--- config.mk ---
export PLATFORM = sky130hd
export DESIGN_NAME = bnn_layer_sequencer
export DESIGN_NICKNAME = d
export VERILOG_FILES = /design/src/rtl/bnn_layer_sequencer.sv
export SDC_FILE = /design/constraint.sdc
export NUM_CORES = 1
export LEC_CHECK = 0
export BUFFER_PORTS_ARGS = -buffer_cell sky130_fd_sc_hd__clkbuf_2
export CAP_MARGIN = 20
export CORE_AREA = 2 2 117 119
export CTS_BUF_LIST = sky130_fd_sc_hd__clkbuf_4
export DETAILED_ROUTE_END_ITERATION = 8
export DIE_AREA = 0 0 119 121
export GPL_TIMING_DRIVEN = 0
export PLACE_DENSITY_LB_ADDON = 0.12
export SYNTH_ARGS = -nofsm -noshare
export SYNTH_HDL_FRONTEND = slang
export SYNTH_SLANG_ARGS = --single-unit
--- constraint.sdc ---
create_clock -name clk -period 2 [get_ports clk]
set_input_delay 0.4 -clock clk [delete_from_list [all_inputs] [get_ports clk]]
set_output_delay 0.4 -clock clk [all_outputs]
set_load 0.1 [all_outputs]
--- src/rtl/bnn_layer_sequencer.sv ---
// rtl/bnn_layer_sequencer.sv - shares one BNN neuron datapath across N_NEURONS logical neurons
// Optional cumulative issue/wait cycle counter: define BNN_SEQ_PERF_EN.
module bnn_layer_sequencer #(
  parameter int N_NEURONS  = 8,
  parameter int NEURON_LAT = 1,
  parameter int AW         = $clog2(N_NEURONS)
) (
  input  logic                 clk,
  input  logic                 rst_n,
  input  logic                 cfg_we,
  input  logic [AW-1:0]        cfg_addr,
  input  logic [7:0]           cfg_wdata,
  input  logic                 start,
  input  logic [7:0]           in_vec,
  output logic                 busy,
  output logic                 done,
  output logic [N_NEURONS-1:0] out_vec,
  output logic [7:0]           nrn_input,
  output logic [7:0]           nrn_weight,
  output logic                 nrn_valid,
  input  logic                 nrn_result
`ifdef BNN_SEQ_PERF_EN
  ,
  output logic [15:0]          perf_cycles
`endif
);

  typedef enum logic [1:0] {S_IDLE, S_ISSUE, S_WAIT, S_DONE} state_t;

  localparam logic [AW-1:0] LAST_IDX = AW'(N_NEURONS - 1);
  localparam logic [AW:0]   N_EXT    = (AW+1)'(N_NEURONS);
  localparam logic [2:0]    LAT3     = 3'(NEURON_LAT);

  state_t                 state_q, state_d;
  logic [AW-1:0]          idx_q, idx_d;
  logic [2:0]             wcnt_q, wcnt_d;
  logic [7:0]             in_q, in_d;
  logic [N_NEURONS-1:0]   shadow_q, shadow_d;
  logic [N_NEURONS-1:0]   out_q, out_d;
  logic [7:0]             nin_q, nin_d;
  logic [7:0]             nw_q, nw_d;
  logic [7:0]             wbank_q [N_NEURONS];
  logic                   cfg_ok;

  assign cfg_ok = cfg_we && (state_q == S_IDLE) && ({1'b0, cfg_addr} < N_EXT);

  always_ff @(posedge clk) begin
    if (!rst_n) begin
      for (int i = 0; i < N_NEURONS; i++) wbank_q[i] <= 8'h00;
    end else if (cfg_ok) begin
      wbank_q[cfg_addr] <= cfg_wdata;
    end
  end

  // Neuron operands are driven live during ISSUE and held from the _q copies otherwise.
  always_comb begin
    state_d    = state_q;
    idx_d      = idx_q;
    wcnt_d     = wcnt_q;
    in_d       = in_q;
    shadow_d   = shadow_q;
    out_d      = out_q;
    nin_d      = nin_q;
    nw_d       = nw_q;
    nrn_valid  = 1'b0;
    nrn_input  = nin_q;
    nrn_weight = nw_q;
    done       = 1'b0;
    case (state_q)
      S_IDLE: begin
        if (start) begin
          in_d    = in_vec;
          idx_d   = '0;
          state_d = S_ISSUE;
        end
      end
      S_ISSUE: begin
        nrn_valid  = 1'b1;
        nrn_input  = in_q;
        nrn_weight = wbank_q[idx_q];
        nin_d      = in_q;
        nw_d       = wbank_q[idx_q];
        wcnt_d     = LAT3;
        state_d    = S_WAIT;
      end
      S_WAIT: begin
        if (wcnt_q == 3'd1) begin
          shadow_d[idx_q] = nrn_result;
          if (idx_q == LAST_IDX) begin
            // Load the result on entry to DONE so it is valid while done is high.
            out_d   = shadow_d;
            state_d = S_DONE;
          end else begin
            idx_d   = idx_q + AW'(1);
            state_d = S_ISSUE;
          end
        end else begin
          wcnt_d = wcnt_q - 3'd1;
        end
      end
      S_DONE: begin
        done    = 1'b1;
        idx_d   = '0;
        state_d = S_IDLE;
      end
      default: state_d = S_IDLE;
    endcase
  end

  always_ff @(posedge clk) begin
    if (!rst_n) begin
      state_q  <= S_IDLE;
      idx_q    <= '0;
      wcnt_q   <= 3'd0;
      in_q     <= 8'h00;
      shadow_q <= '0;
      out_q    <= '0;
      nin_q    <= 8'h00;
      nw_q     <= 8'h00;
    end else begin
      state_q  <= state_d;
      idx_q    <= idx_d;
      wcnt_q   <= wcnt_d;
      in_q     <= in_d;
      shadow_q <= shadow_d;
      out_q    <= out_d;
      nin_q    <= nin_d;
      nw_q     <= nw_d;
    end
  end

  assign busy    = (state_q != S_IDLE);
  assign out_vec = out_q;

`ifdef BNN_SEQ_PERF_EN
  logic [15:0] perf_q;

  always_ff @(posedge clk) begin
    if (!rst_n) begin
      perf_q <= 16'h0000;
    end else if (((state_q == S_ISSUE) || (state_q == S_WAIT)) && (perf_q != 16'hFFFF)) begin
      perf_q <= perf_q + 16'h0001;
    end
  end

  assign perf_cycles = perf_q;
`endif

endmodule
# Word-level counts from Yosys, hierarchy flattened
# Memory sizes are Yosys's and may differ from the RTL's. A register that Yosys moved wholly into a read port is not among the register bits.
# Cells that the tools add are included.
[classes]
mux = 26
n_reduce_logical = 13
n_addsub = 2
order_cmp = 2
eq_ne = 9
[op_table]
columns = ["operator", "n"]
rows = [
  ["8-bit 2-to-1 mux", 3],
  ["3-bit 2-to-1 mux", 7],
  ["3-bit case mux with 3 select lines", 1],
  ["8-bit bitwise mux", 1],
  ["1-bit 2-to-1 mux", 8],
  ["2-bit != test (second input constant)", 4],
  ["2-bit case mux with 4 select lines", 1],
  ["2-bit AND reduction", 4],
  ["8-bit OR reduction", 1],
  ["2-bit 2-to-1 mux", 3],
  ["3-bit case mux with 2 select lines", 1],
  ["2-bit == test (second input constant)", 2],
  ["3-bit by 4-bit < comparator with 1-bit output (second input constant)", 1],
  ["4-bit AND reduction", 1],
  ["2-bit nonzero test", 2],
  ["3-bit by 1-bit adder with 3-bit output (second input constant)", 1],
  ["1-bit demux with 3-bit select", 1],
  ["3-bit by 1-bit == test with 1-bit output (second input constant)", 1],
  ["3-bit == test (second input constant)", 1],
  ["3-bit by 1-bit >= comparator with 1-bit output (second input constant)", 1],
  ["3-bit AND reduction", 1],
  ["3-bit nonzero test", 1],
  ["3-bit by 1-bit subtractor with 3-bit output (second input constant)", 1],
  ["2-bit by 1-bit == test with 1-bit output (second input constant)", 1],
  ["2 further kinds", 3],
]
[word_totals]
mem_bits_rw = 64
input_bits = 24
elab_cells = 61
reg_bits = 48
output_inout_bits = 27
n_memories = 1
[memory_table]
columns = ["memory", "depth", "word_bits", "read_ports", "rd_ports_with_merged_regs", "wr", "line_no", "text"]
rows = [
  ["wbank_q", 8, 8, 1, 1, 8, "42", "logic [7:0] wbank_q [N_NEURONS];"],
]

# Longest topological paths before layout
# Gate-level depths: netlist of run 1.
[depth]
depth_word = 7
ltp_mapped = 9
mapped_depth_nobuf = 6

# Least setup slack after synthesis of run 1
# No wires, ideal clock.
[synth_timing]
path_type = "register to output"
start = "reg with a tool-made name"
end = "out nrn_weight[4]"
t_arrival_ns = 3.217
required_ns = 1.600
stages_incl_launch_ff = 8
setup_slack_ns = -1.617
n_path_buf = 3
cell_sequence = "dfxtp_1 -> buf_4 -> buf_6 -> buf_6 -> mux2i_1 -> a22oi_1 -> o211ai_1 -> o21ai_0"
[synth_lines]
columns = ["item", "line_no", "text"]
rows = [
  ["end, declared", "19", "output logic [7:0] nrn_weight,"],
]

==> out/results.txt, run 1 <==
status: finished, violations left
failing checks: setup timing
Synth cell types: 39
post-synthesis sequential area ratio: 0.562
first-pass GRT wire length: 19.9 mm
R2R Path End: wbank_q[0][1]
Remaining Overflow, GRT: 0
Antenna Violating Nets Remaining: 0
reg2reg setup slack: 0.17 ns
critical hold path startpoint: in_vec[4]
area grow syn2layout: 32.6%
area of the die: 14400 um^2
Residual DRC: 0
CTS root buffer: clkbuf_4
reg2reg start: state_q[1]
gr usage total: 0.186
final RePlAce weighted congestion: 0.746
CP Data Required Time: 1.60 ns
largest fanout on the critical path: 8
post-synthesis cell area: 5240 um^2
area of placed instances: 5840 um^2
largest net degree at the start of global routing: 17
post-layout instance area: 6940 um^2
worst hold-check path type: in2reg
Synth warnings: 0
final hold violations: 0
Die W: 119 um
Hold Crit Endpoint: in_q[4]
antenna violations before repair: 1
iteration count of the initial detailed-routing pass: 4
Critical-path top delay cell: dfxtp_4
Tightest Pin Transition: 0.606 ns
Max-slew headroom: 0.591
startpoint types: register
static leakage: 2.88 nW
Yosys reg bits: 115
area of the multi-input gates: 2400 um^2
Port Buf Inserts: 48
WL final: 12.5 mm
vias in the first global route: 3777
layout cells sized above 1: 0.313
via count: 3673
Layout Nets: 580
fmax: 0.379 GHz
critical path arrival: 2.24 ns
Max VDD drop: 287 uV
hold path depth: 3
Core ar.: 13100 um^2
Slowest Stage Delay on Critical Path: 0.37 ns
clk buf depth: 2
Non-Filler Instances: 742
Final Cycle Share: 1.32
CTS Buf Count: 17
number of synthesized flops with an enable pin: 64
max cap viols: 0
dpl hpwl: 8.43 mm
max-slew violation count: 0
Post-Synthesis Cells: 459
Power Density: 777 nW/um^2
Die Y: 121 um
clk_skew: 0.0211 ns
DP Cell Count: 688
ys async rst share: 0
CTS Sinks: 115
number of DRC markers in iteration 0: 243
r2r worst-path depth: 5
Critical Path, Cell by Cell: buf_12 -> buf_12 -> mux2i_2 -> a22oi_2 -> o221ai_4 -> o21ai_4 -> clkbuf_16
final setup fails: 17
CP Class: reg2out
syn_area_per_cell: 11.4 um^2
Layout fillers: 1157
vias per inst: 4.95
Register Area: 2950 um^2
Reg clk slew, reported paths: 0.12 ns
CP Capture Type: output pin
initial core utilization: 0.400
row cnt: 42
RSZ-0062 raised after global routing: yes
min Tclk post-route: 2.64 ns
top_reg_cell synth: edfxtp_1
Top cell by count, worst path: buf_12
syn nets: 487
worst setup margin: -0.641 ns
htree depth: 4
CTS tree: built
I/O pins: 51
Skew-Pair Late Insertion Delay: 0.56 ns
Wirelength per Cell: 16.9 um
synth_stat cells (9+ instances only):
cell type  instances  area, um^2
a21boi_0          12        90.1
and2_1            77         482
clkbuf_1          13        48.8
dfxtp_1           51        1020
edfxtp_1          64        1920
mux2_2            20         225
mux2i_1           29         290
nand2_1           59         221
nand2b_1          10        62.6
nor2_1             9        33.8
o211a_1           16         160
o21ai_0           18        90.1
state kept, by name, indices dropped and copies added, names as in the netlist, named ones only:
register / flops
shadow_q: 8
idx_q: 3
in_q: 8
nin_q: 8
out_vec: 8
wcnt_q: 3
state_q: 2
nw_q: 8
wbank_q: 64
layer usage:
metal	track usage	vias up	share of wire
met1	0.227	1783	0.45
met3	0.0484	16	0.038
met5	0	-	0
li1	-	1821	-
met4	0.0655	0	0.016
met2	0.318	53	0.50
worst max-delay path by stage:
stage / start / end / slack [ns]
after CTS: register / nrn_weight[0] / -0.70
after detailed placement: rst_n / wbank_q[4][6] / -0.73
final: register / nrn_weight[0] / -0.64
after global placement: rst_n / wbank_q[6][7] / -0.72
after global routing: register / nrn_weight[1] / -0.71
after floorplan: register / nrn_weight[0] / -0.11
timing repair:
item | CTS | global route
resized for setup | 113 | 15
hold buffers | 0 | 0
cloned | 1 | 0
buffers inserted | 18 | 6
pin swaps | 17 | 8
setup endpoints to repair | 83 | 27
per-stage QoR:
step / util / setup WS (ns) / power, W / TNS (ns) / hold slack (ns)
floorplan: - / -0.111 / 0.00313 / -0.794 / 0.425
global placement: 0.444 / -0.723 / 0.00329 / -49.79 / 0.433
detailed placement: 0.446 / -0.728 / 0.00331 / -38.91 / 0.442
CTS: 0.524 / -0.699 / 0.00542 / -6.45 / 0.0456
global route: 0.531 / -0.710 / 0.00560 / -7.33 / 0.0497
finish: 0.531 / -0.641 / 0.00540 / -5.98 / 0.0671
power breakdown:
part	internal (W)	total [W]	leakage [nW]	switching (W)
sequential	0.00258	0.00262	1.08	0.0000385
combinational	0.000327	0.000817	1.62	0.000490
clock	0.00109	0.00196	0.184	0.000871
logic make-up (layout without fill, tap and decap cells):
kind of cell	Yosys count	after routing	synth area share
buffers and inverters	31	137	0.0332
AND/OR/NAND/NOR	182	182	0.190
multiplexers	50	50	0.101
flip-flops	115	115	0.562
AO/OA/AOI/OAI	77	77	0.104
other	0	1	0
adder cells (fa/ha/maj)	4	4	0.00956
placed cells by master, fill, tap and decap left out, types with 8 or more instances in the layout:
cell	synthesis	layout
mux2_4	0	11
a21boi_0	12	12
clkbuf_1	13	10
nand2_1	59	58
o211a_1	16	16
o21ai_0	18	9
clkbuf_16	0	17
o21ai_4	0	9
mux2i_1	29	27
and2_1	77	77
buf_6	6	8
mux2_2	20	10
buf_4	2	24
dfxtp_1	51	47
clkbuf_4	0	18
clkbuf_2	0	30
nor2_1	9	8
edfxtp_1	64	64
critical path: cells and delay by family, from the launching register on:
kind | cells | cell delay, ns
buffers and inverters | 3 | 0.50
AO/OA/AOI/OAI | 3 | 0.68
multiplexers | 1 | 0.15
flip-flops | 1 | 0.37
layout make-up:
type                    instances  area share
flip-flops and latches        115       0.425
multi-input cells             313       0.346
repair buffers                 78       0.121
well taps                     176      0.0317
clock inverters                15      0.0279
plain buffers                  22      0.0263
clock buffers                  17      0.0184
inverters                       5     0.00342
diodes                          1    0.000360
Power figures use the tool's default switching activity.
==> run 2, diff against run 1 <==
- RECOVER_POWER: default -> 50
- TNS_END_PERCENT: default -> 30
==> run 2 against run 1 <==
  * The flow still finishes with violations (setup timing)
  * First-iteration DRC count decreased by 19%
  * Clock skew decreased by 0.0050 ns
  * Critical path depth unchanged
  * Clock power decreased by 24%
  * Non-clock buffer count increased by 8
  * Sequential power about the same
  * Via count increased by 2.0%
  * Sequential cell count unchanged
  * Die area unchanged
  * Global-route usage increased by 0.35 points
  * Hold slack improved by 0.024 ns
  * Highest routed layer unchanged
==> out/results.txt, run 2 (synthesis results as in run 1) <==
status: finished, violations left
failing checks: setup timing
CTS tree: built
max cap viols: 0
Final Cycle Share: 1.33
final setup fails: 72
CP Class: reg2out
CTS Sinks: 115
htree depth: 4
startpoint types: register
clk_skew: 0.0161 ns
final RePlAce weighted congestion: 0.761
min Tclk post-route: 2.65 ns
Max VDD drop: 287 uV
Antenna Violating Nets Remaining: 0
r2r worst-path depth: 7
Skew-Pair Late Insertion Delay: 0.53 ns
most frequent cells in the layout: 67 x and2_1, 64 x edfxtp_1, 58 x nand2_1
final hold violations: 0
Tightest Pin Transition: 0.579 ns
critical path arrival: 2.25 ns
layout cells sized above 1: 0.304
Remaining Overflow, GRT: 0
dpl hpwl: 8.53 mm
Power Density: 713 nW/um^2
max reg flops: 64
CP Capture Type: output pin
largest fanout on the critical path: 6
iteration count of the initial detailed-routing pass: 4
Residual DRC: 0
GRT met1 Usage: 0.240
commonest non-fill, non-tap cell in the layout: and2_1
Layout Nets: 588
Most flops, register: wbank_q
RSZ-0062 raised after global routing: yes
fmax: 0.377 GHz
GR Util met3: 0.0418
Layout fillers: 1178
WL final: 12.9 mm
Non-Filler Instances: 750
Die W: 119 um
area of the die: 14400 um^2
clk buf depth: 2
Port Buf Inserts: 48
Die Y: 121 um
area grow syn2layout: 32.0%
setup TNS: -11.43 ns
vias in the first global route: 3786
first-pass GRT wire length: 20.3 mm
vias per inst: 4.99
Core ar.: 13100 um^2
DP Cell Count: 689
Wirelength per Cell: 17.2 um
worst setup margin: -0.651 ns
worst hold-check path type: in2reg
Reg clk slew, reported paths: 0.11 ns
via count: 3745
CP Data Required Time: 1.60 ns
met2 usage: 0.316
max-slew violation count: 0
GRT Max-Usage Layer: met2
antenna violations before repair: 2
I/O pins: 51
CTS root buffer: clkbuf_4
static leakage: 2.84 nW
Max-slew headroom: 0.614
largest net degree at the start of global routing: 17
gr usage total: 0.189
initial core utilization: 0.400
CTS Buf Count: 17
hold path depth: 3
row cnt: 42
number of DRC markers in iteration 0: 198
run 2: stage by stage:
stage	power [W]	cell area, um^2	setup slack, ns	utilization	hold slack [ns]
2_1_floorplan	0.00313	5350	-0.111	-	0.425
3_3_place_gp	0.00329	5810	-0.676	0.444	0.433
3_5_place_dp	0.00331	5850	-0.592	0.447	0.443
4_1_cts	0.00495	6750	-0.693	0.515	0.0578
5_1_grt	0.00514	6910	-0.738	0.528	0.0680
6_report	0.00493	6910	-0.651	0.528	0.0916
run 2: path summary, 6_finish.rpt:
kind / to / startpoint / slack [ns]
max reg2reg: wbank_q[1][6] / state_q[0] / -0.13
max: nrn_weight[0] / register / -0.65
min: in_q[5] / in_vec[5] / 0.09
min reg2reg: nw_q[6] / nw_q[6] / 0.46
run 2: metal layers:
metal / wire length (um) / vias up
met5: 0 / -
met4: 187 / 0
met3: 431 / 16
met2: 6520 / 67
met1: 5790 / 1824
li1: - / 1838
run 2: critical path: stages, from the launching register on:
cell       delay, ns
dfxtp_4         0.39
buf_12          0.15
buf_12          0.14
mux2i_2         0.16
a22oi_2         0.27
o221ai_4        0.19
o21ai_4         0.19
clkbuf_16       0.22
run 2: report_power, final:
group	internal (W)	switching, W	total [W]
Sequential	0.00258	0.0000401	0.00262
Combinational	0.000331	0.000494	0.000824
Clock	0.000658	0.000830	0.00149
Total	0.00357	0.00136	0.00493
run 2: cell type report:
class	count	area (um^2)	share of cell area
inverter	5	23.8	0.00344
clock inverter	10	68.8	0.00995
sequential	115	2950	0.426
tap	176	220	0.0318
buffer	24	186	0.0270
timing repair buffer	84	920	0.133
multi-input combinational	313	2380	0.344
antenna	1	2.50	0.000362
clock buffer	22	165	0.0239
run 2: timing repair:
action	4_1_cts	5_1_grt
hold buffers	0	0
gates cloned	3	1
setup buffers	14	12
hold endpoints to repair	0	0
endpoints found under the setup margin	82	87
pin swaps	12	15
gates resized for setup	93	41
